$ cat src/rtl/regmap_pkg.sv
// regmap_pkg: shared FSM state, special addresses, response widths and address decode for param_register_map
package regmap_pkg;
  typedef enum logic [1:0] {S_IDLE, S_EXEC, S_RESP} state_t;
  typedef enum logic [2:0] {AC_RW, AC_RO, AC_COMMIT, AC_ALARM, AC_ILLEGAL} addr_class_t;
  localparam logic [7:0] COMMIT_ADDR = 8'hFE;
  localparam logic [7:0] ALARM_ADDR = 8'hFD;
  localparam int RSP_ADDR_W = 8;
  localparam int RSP_PAY_W = 24;
  localparam int RSP_W = RSP_ADDR_W + RSP_PAY_W;
  localparam int ALARM_W = 8;
  // Special addresses win over the RW/RO ranges so they stay reachable for any NUM_RW/NUM_RO.
  function automatic addr_class_t addr_class(input logic [7:0] a, input logic [7:0] commit_a,
                                             input logic [7:0] alarm_a, input int num_rw, input int num_ro);
    return a == commit_a ? AC_COMMIT :
           a == alarm_a ? AC_ALARM :
           int'(a) < num_rw ? AC_RW :
           int'(a) < num_rw + num_ro ? AC_RO : AC_ILLEGAL;
  endfunction
endpackage

$ cat src/rtl/regmap_cell.sv
// regmap_cell: one RW register with live value, staged shadow copy, dirty flag and update pulse
//   wr_live   direct write of wdata into the live value
//   wr_shadow staged write of wdata into the shadow copy, marks dirty
//   commit    copies shadow to live if dirty, always clears dirty
//   live      current live value; upd pulses the cycle after live is written
module regmap_cell
  import regmap_pkg::*;
#(
  parameter int DATA_W = 24,
  parameter logic [DATA_W-1:0] RST_VAL = '0
) (
  input  logic              clk,
  input  logic              rst,
  input  logic              wr_live,
  input  logic              wr_shadow,
  input  logic              commit,
  input  logic [DATA_W-1:0] wdata,
  output logic [DATA_W-1:0] live,
  output logic              upd
);
  logic [DATA_W-1:0] live_q, live_d, shadow_q, shadow_d;
  logic dirty_q, dirty_d, upd_q, upd_d;
  always_comb begin
    live_d = wr_live ? wdata : (commit && dirty_q) ? shadow_q : live_q;
    shadow_d = wr_shadow ? wdata : shadow_q;
    dirty_d = commit ? 1'b0 : wr_shadow ? 1'b1 : dirty_q;
    upd_d = wr_live || (commit && dirty_q);
  end
  always_ff @(posedge clk) begin
    if (rst) begin
      live_q <= RST_VAL;
      shadow_q <= RST_VAL;
      dirty_q <= 1'b0;
      upd_q <= 1'b0;
    end else begin
      live_q <= live_d;
      shadow_q <= shadow_d;
      dirty_q <= dirty_d;
      upd_q <= upd_d;
    end
  end
  assign live = live_q;
  assign upd = upd_q;
endmodule

$ cat src/rtl/param_register_map.sv
// param_register_map: command/response register map with shadowed RW registers, RO status channels and a sticky alarm register
//   cmd_*       command handshake (accepted in IDLE), rsp_*  response held until rsp_ready
//   shadow_mode stages RW writes until a write to COMMIT_ADDR
//   ro_in       live status inputs, alarm_in  alarm events ORed into a read-to-clear register
//   reg_out     packed live register values, reg_upd  per-register change pulse
module param_register_map
  import regmap_pkg::*;
#(
  parameter int NUM_RW = 22,
  parameter int NUM_RO = 2,
  parameter int DATA_W = 24,
  parameter logic [NUM_RW*DATA_W-1:0] RST_VALS = '0,
  parameter logic [7:0] COMMIT_ADDR = regmap_pkg::COMMIT_ADDR,
  parameter logic [7:0] ALARM_ADDR = regmap_pkg::ALARM_ADDR
) (
  input  logic                     clk,
  input  logic                     rst,
  input  logic                     cmd_valid,
  output logic                     cmd_ready,
  input  logic                     cmd_wr,
  input  logic [7:0]               cmd_addr,
  input  logic [DATA_W-1:0]        cmd_data,
  output logic                     rsp_valid,
  input  logic                     rsp_ready,
  output logic [RSP_W-1:0]         rsp_data,
  output logic                     rsp_err,
  input  logic                     shadow_mode,
  input  logic [NUM_RO*DATA_W-1:0] ro_in,
  input  logic [ALARM_W-1:0]       alarm_in,
  output logic [NUM_RW*DATA_W-1:0] reg_out,
  output logic [NUM_RW-1:0]        reg_upd
);
  state_t state_q, state_d;
  logic wr_q, wr_d, rsp_err_q, rsp_err_d;
  logic [7:0] addr_q, addr_d;
  logic [DATA_W-1:0] data_q, data_d;
  logic [RSP_W-1:0] rsp_data_q, rsp_data_d;
  logic [ALARM_W-1:0] sticky_q, sticky_d;
  addr_class_t cls;
  logic exec, accept, err, commit, rd_alarm;
  logic [RSP_PAY_W-1:0] payload, rw_val, ro_val;
  logic [NUM_RW-1:0] wl, ws;
  logic [DATA_W-1:0] live [NUM_RW];
  always_comb begin
    cls = addr_class(addr_q, COMMIT_ADDR, ALARM_ADDR, NUM_RW, NUM_RO);
    exec = state_q == S_EXEC;
    accept = state_q == S_IDLE && cmd_valid;
    err = wr_q ? (cls == AC_RO || cls == AC_ALARM || cls == AC_ILLEGAL)
               : (cls == AC_COMMIT || cls == AC_ILLEGAL);
    commit = exec && wr_q && cls == AC_COMMIT;
    rd_alarm = exec && !wr_q && cls == AC_ALARM;
    rw_val = '0;
    ro_val = '0;
    wl = '0;
    ws = '0;
    for (int i = 0; i < NUM_RW; i++) rw_val = addr_q == 8'(i) ? RSP_PAY_W'(live[i]) : rw_val;
    for (int i = 0; i < NUM_RO; i++)
      ro_val = addr_q == 8'(NUM_RW + i) ? RSP_PAY_W'(ro_in[i*DATA_W +: DATA_W]) : ro_val;
    for (int i = 0; i < NUM_RW; i++) begin
      wl[i] = exec && wr_q && cls == AC_RW && !shadow_mode && addr_q == 8'(i);
      ws[i] = exec && wr_q && cls == AC_RW && shadow_mode && addr_q == 8'(i);
    end
    payload = err ? '0 :
              wr_q ? (cls == AC_RW ? RSP_PAY_W'(data_q) : '0) :
              cls == AC_RW ? rw_val :
              cls == AC_RO ? ro_val :
              cls == AC_ALARM ? RSP_PAY_W'(sticky_q) : '0;
    state_d = state_q == S_IDLE ? (cmd_valid ? S_EXEC : S_IDLE) :
              state_q == S_EXEC ? S_RESP : (rsp_ready ? S_IDLE : S_RESP);
    wr_d = accept ? cmd_wr : wr_q;
    addr_d = accept ? cmd_addr : addr_q;
    data_d = accept ? cmd_data : data_q;
    rsp_data_d = exec ? {addr_q, payload} : rsp_data_q;
    rsp_err_d = exec ? err : rsp_err_q;
    // Events arriving in the clearing cycle survive the read-clear.
    sticky_d = (rd_alarm ? '0 : sticky_q) | alarm_in;
  end
  always_ff @(posedge clk) begin
    if (rst) begin
      state_q <= S_IDLE;
      wr_q <= 1'b0;
      addr_q <= '0;
      data_q <= '0;
      rsp_data_q <= '0;
      rsp_err_q <= 1'b0;
      sticky_q <= '0;
    end else begin
      state_q <= state_d;
      wr_q <= wr_d;
      addr_q <= addr_d;
      data_q <= data_d;
      rsp_data_q <= rsp_data_d;
      rsp_err_q <= rsp_err_d;
      sticky_q <= sticky_d;
    end
  end
  for (genvar g = 0; g < NUM_RW; g++) begin : g_cell
    regmap_cell #(
      .DATA_W (DATA_W),
      .RST_VAL(RST_VALS[g*DATA_W +: DATA_W])
    ) u_cell (
      .clk      (clk),
      .rst      (rst),
      .wr_live  (wl[g]),
      .wr_shadow(ws[g]),
      .commit   (commit),
      .wdata    (data_q),
      .live     (live[g]),
      .upd      (reg_upd[g])
    );
    assign reg_out[g*DATA_W +: DATA_W] = live[g];
  end
  assign cmd_ready = state_q == S_IDLE;
  assign rsp_valid = state_q == S_RESP;
  assign rsp_data = rsp_data_q;
  assign rsp_err = rsp_err_q;
endmodule

$ cat config.mk
export PLATFORM = sky130hd
export DESIGN_NAME = param_register_map
export DESIGN_NICKNAME = d
export VERILOG_FILES = /design/src/rtl/regmap_pkg.sv /design/src/rtl/regmap_cell.sv /design/src/rtl/param_register_map.sv
export SDC_FILE = /design/constraint.sdc
export NUM_CORES = 2
export LEC_CHECK = 0
export BUFFER_PORTS_ARGS = -buffer_cell sky130_fd_sc_hd__buf_2
export CORE_MARGIN = 1
export CORE_UTILIZATION = 40
export DETAILED_ROUTE_END_ITERATION = 10
export MAX_ROUTING_LAYER = met4
export PLACE_DENSITY = 0.66
export SYNTH_ARGS = -nofsm -noshare
export SYNTH_HDL_FRONTEND = slang
export SYNTH_SLANG_ARGS = --single-unit
$ cat constraint.sdc
create_clock -name clk -period 6.82 [get_ports clk]
set_input_delay 0.341 -clock clk [delete_from_list [all_inputs] [get_ports clk]]
set_output_delay 0.341 -clock clk [all_outputs]
set_load 0.01 [all_outputs]
==> run summary <==
cell-internal power - 11.3 mW
actual slew at the worst max-slew pin - 1480 ps
worst hold stages - 2
number of setup violations in the final report - 0
type of element capturing the critical path - register
dominant cell type by area after synthesis - sky130_fd_sc_hd__dfxtp_1
switching share of power - 0.255
predominant post-synthesis flop cell - sky130_fd_sc_hd__dfxtp_1
total wirelength of the detailed-routed design - 264000 um
clk buf depth - 3
Pre-Repair DR Iteration Count - 7
share of final-layout standard cells stronger than drive strength 1 - 0.170
number of antenna violations at the first check in global routing - 12
MaxCap Viol Count - 1
total negative setup slack - 0 ps
failing checks - max-capacitance violations
Core Util, Final - 0.470
outcome - finished with violations
ys async rst share - 0
core footprint - 128000 um2
number of synthesized register bits - 1176
wire length per cell after detailed routing - 31.3 um
clock latency of the later-clocked register in the worst-skew pair - 800 ps
class of the most critical hold timing path - in -> reg
Arrival @ worst endpoint - 5540 ps
total via count after detailed routing - 52900
gr ovfl total - 0
most frequent cells in the layout - sky130_fd_sc_hd__nand2_1, sky130_fd_sc_hd__dfxtp_1, sky130_fd_sc_hd__a21oi_1, sky130_fd_sc_hd__buf_2, sky130_fd_sc_hd__nor2_1
post-synthesis instance area - 51400 um2
worst slack at placement - 2320 ps
setup repair after global routing missed its margin - false
global placement routability congestion - 1.08
critical path type - reg -> reg
dominant combinational cell family by area after synthesis - compound AO/OA/AOI/OAI gates
number of instances in the placed design - 8155
Worst Reg-to-Reg Cells - 8
Syn Area/Cell - 8.10 um2
simple-gate portion of the synthesized area - 0.196
sink count of the clock tree - 1176
Adder-Cell Fraction of Synth Area - 0
CTS clock-pin slew for the worst setup and hold paths - 60 ps
worst setup slack for register-to-register paths - 1960 ps
area added between synthesis and finish - 16.7%
Finished Cell Area - 59900 um2
leakage - 23.7 nW
final non-filler cell total - 8447
first-pass GRT wire length - 363000 um
Slew Viols, Final - 0
largest net degree at the start of global routing - 240
TritonCTS clock tree - done
launching point of the worst reg2reg path - addr_q[7]$_SDFFE_PP0P_
count of instances resized after the clock tree is built - 0
FF-to-FF End - rsp_data[0]$_SDFFE_PP0N_
worst rel slew slack - 0.00683
post-detailed-placement half-perimeter wirelength - 185000 um
slack of the critical path - 1960 ps
leading cell type in the layout, fill and taps excluded - sky130_fd_sc_hd__nand2_1
Switch Pwr - 3.87 mW
Max Clk Rate - 206 MHz
total power density per cell area - 254 nW/um2
CTS Buf Count - 131
crit-path max FO - 36
final period utilization - 0.713
Mapped Nets - 6439
initial cell density of the core - 0.403
area of the die - 130000 um2
die outline width - 360 um
clock share of power - 0.482
CTS H-tree lvls - 4
count of distinct cell types in the synthesized netlist - 83
via count of the first global-routing pass - 46300
DIE HEIGHT - 360 um
Top-Level Pins - 679
category of the worst setup path launch point - register
number of nets in the finished design - 6763
cell area reported after detailed placement - 55000 um2
worst-case clock skew - 34.0 ps
source of the worst hold timing path - rst
Std-Cell Rows - 131
instance count of the mapped netlist - 6345
top cells by area in the synthesized netlist - sky130_fd_sc_hd__dfxtp_1, sky130_fd_sc_hd__nand2_1, sky130_fd_sc_hd__mux2i_1
Seq pwr share - 0.462
top-area cell type share of the netlist area - 0.458
data required time at the worst endpoint - 7500 ps
Worst Hold Path EP - data_q[15]$_SDFFE_PP0P_
count of endpoints failing hold in the final timing report - 0
count of flip-flops with a built-in enable after synthesis - 0
multiplexer fraction of the synthesized cell area - 0.0771
Synth Area in Compound Gates - 0.210
XOR/XNOR share of the synthesized area - 0
starting DRC count in detailed routing - 9407
per-cell via count in the routed design - 6.26
portion of total power attributed to combinational logic - 0.057
portion of the post-synthesis area used by sequential elements - 0.458
number of DRC violations after detailed routing - 0
count of input and output buffers - 678
clk root buf - sky130_fd_sc_hd__clkbuf_16
peak supply drop - 0.000252 V
remaining number of nets flagged by the antenna check after routing - 0
Synthesis Warnings - 0
post-layout minimum cycle time - 4860 ps
global-route total usage across every layer - 0.400
## synthesized netlist by cell type, types with 9 or more instances
master	instances
sky130_fd_sc_hd__a221oi_1	44
sky130_fd_sc_hd__buf_2	191
sky130_fd_sc_hd__buf_1	68
sky130_fd_sc_hd__clkbuf_1	335
sky130_fd_sc_hd__a22oi_1	64
sky130_fd_sc_hd__nand3_1	45
sky130_fd_sc_hd__o21ai_0	69
sky130_fd_sc_hd__a221o_1	21
sky130_fd_sc_hd__a311oi_1	174
sky130_fd_sc_hd__nand2b_1	14
sky130_fd_sc_hd__and3_1	33
sky130_fd_sc_hd__nand2_2	21
sky130_fd_sc_hd__buf_4	66
sky130_fd_sc_hd__o211ai_1	9
sky130_fd_sc_hd__a31oi_1	10
sky130_fd_sc_hd__mux2_2	13
sky130_fd_sc_hd__nor3_1	29
sky130_fd_sc_hd__a222oi_1	23
sky130_fd_sc_hd__a2111oi_0	10
sky130_fd_sc_hd__nor4_1	9
sky130_fd_sc_hd__a22o_1	13
sky130_fd_sc_hd__a211oi_1	374
sky130_fd_sc_hd__o22ai_1	24
sky130_fd_sc_hd__inv_1	9
sky130_fd_sc_hd__nor2b_1	11
sky130_fd_sc_hd__mux2i_1	379
sky130_fd_sc_hd__a21oi_1	683
sky130_fd_sc_hd__nor2_2	9
sky130_fd_sc_hd__dfxtp_1	1176
sky130_fd_sc_hd__o221ai_1	11
sky130_fd_sc_hd__nor2_1	617
sky130_fd_sc_hd__nand2_1	1622
sky130_fd_sc_hd__o21a_1	28
## through the flow
stage          hold WS [ps]  power (mW)
6_report               32.5        15.2
5_1_grt                47.2        15.5
4_1_cts                23.8        15.2
3_5_place_dp            443        7.96
3_3_place_gp            437        7.95
2_1_floorplan           431        7.54
## state kept, by name, summed over array words and instances (netlist names)
register,flops
g_cell.u_cell.dirty_q,22
rsp_data,32
addr_q,8
data_q,24
wr_q,1
rsp_err,1
sticky_q,8
g_cell.u_cell.upd,22
g_cell.u_cell.shadow_q,528
state_q,2
g_cell.u_cell.live,528
## cells by family (layout without fill, tap and decap cells)
kind of cell,after synthesis,in the layout
other cells,0,11
compound gates,1622,1622
mux,393,393
flops,1176,1176
buf+inv,673,1102
simple gates,2481,2481
## metal layers
metal	vias up	routed length, um	track usage	share of wire
met5	-	0	-	0
met3	842	35900	0.117	0.14
met4	0	20000	0.259	0.076
li1	22800	-	-	-
met2	4040	109000	0.552	0.41
met1	25200	99300	0.506	0.38
## area by class of cell
type                            instances  area, um2
Antenna cell                           11       27.5
Clock buffer                          191       3930
Clock inverter                         47        499
Fill cell                           12400      67600
Inverter                                9       33.8
Multi-Input combinational cell       4496      24900
Sequential cell                      1176      23600
Tap cell                             1662       2080
Timing Repair Buffer                  855       4880
## timing repair
item | CTS | global route
hold buffers | 43 | 0
buffers inserted | 0 | 0
endpoints found under the hold margin | 43 | 0
## worst max-delay path by stage
stage / start / end / depth (start not counted)
2_1_floorplan: addr_q[3]$_SDFFE_PP0P_ / g_cell[1].u_cell.dirty_q$_SDFFE_PP0P_ / 11
3_3_place_gp: addr_q[7]$_SDFFE_PP0P_ / rsp_data[0]$_SDFFE_PP0N_ / 8
3_5_place_dp: addr_q[7]$_SDFFE_PP0P_ / rsp_data[0]$_SDFFE_PP0N_ / 8
4_1_cts: addr_q[7]$_SDFFE_PP0P_ / rsp_data[0]$_SDFFE_PP0N_ / 8
5_1_grt: addr_q[7]$_SDFFE_PP0P_ / rsp_data[0]$_SDFFE_PP0N_ / 8
6_report: addr_q[7]$_SDFFE_PP0P_ / rsp_data[0]$_SDFFE_PP0N_ / 8
## power by group through the flow
| stage | sequential [mW] | clock [mW] | combinational (mW) |
|---|---|---|---|
| CTS | 7.01 | 7.35 | 0.814 |
| finish | 7.02 | 7.33 | 0.862 |
| global route | 7.01 | 7.64 | 0.860 |
| floorplan | 7.06 | 0 | 0.475 |
| global placement | 7.16 | 0 | 0.788 |
| detailed placement | 7.16 | 0 | 0.792 |
## critical path, stage by stage (launching register included)
cell and delay, ps:
sky130_fd_sc_hd__dfxtp_2 920, sky130_fd_sc_hd__nand2b_1 780, sky130_fd_sc_hd__nor2_2 340, sky130_fd_sc_hd__buf_4 330, sky130_fd_sc_hd__a222oi_1 460, sky130_fd_sc_hd__o21ai_0 230, sky130_fd_sc_hd__nor4_1 1110, sky130_fd_sc_hd__o31ai_1 280
sky130_fd_sc_hd__a22o_1 270
Power figures use the tool's default switching activity.
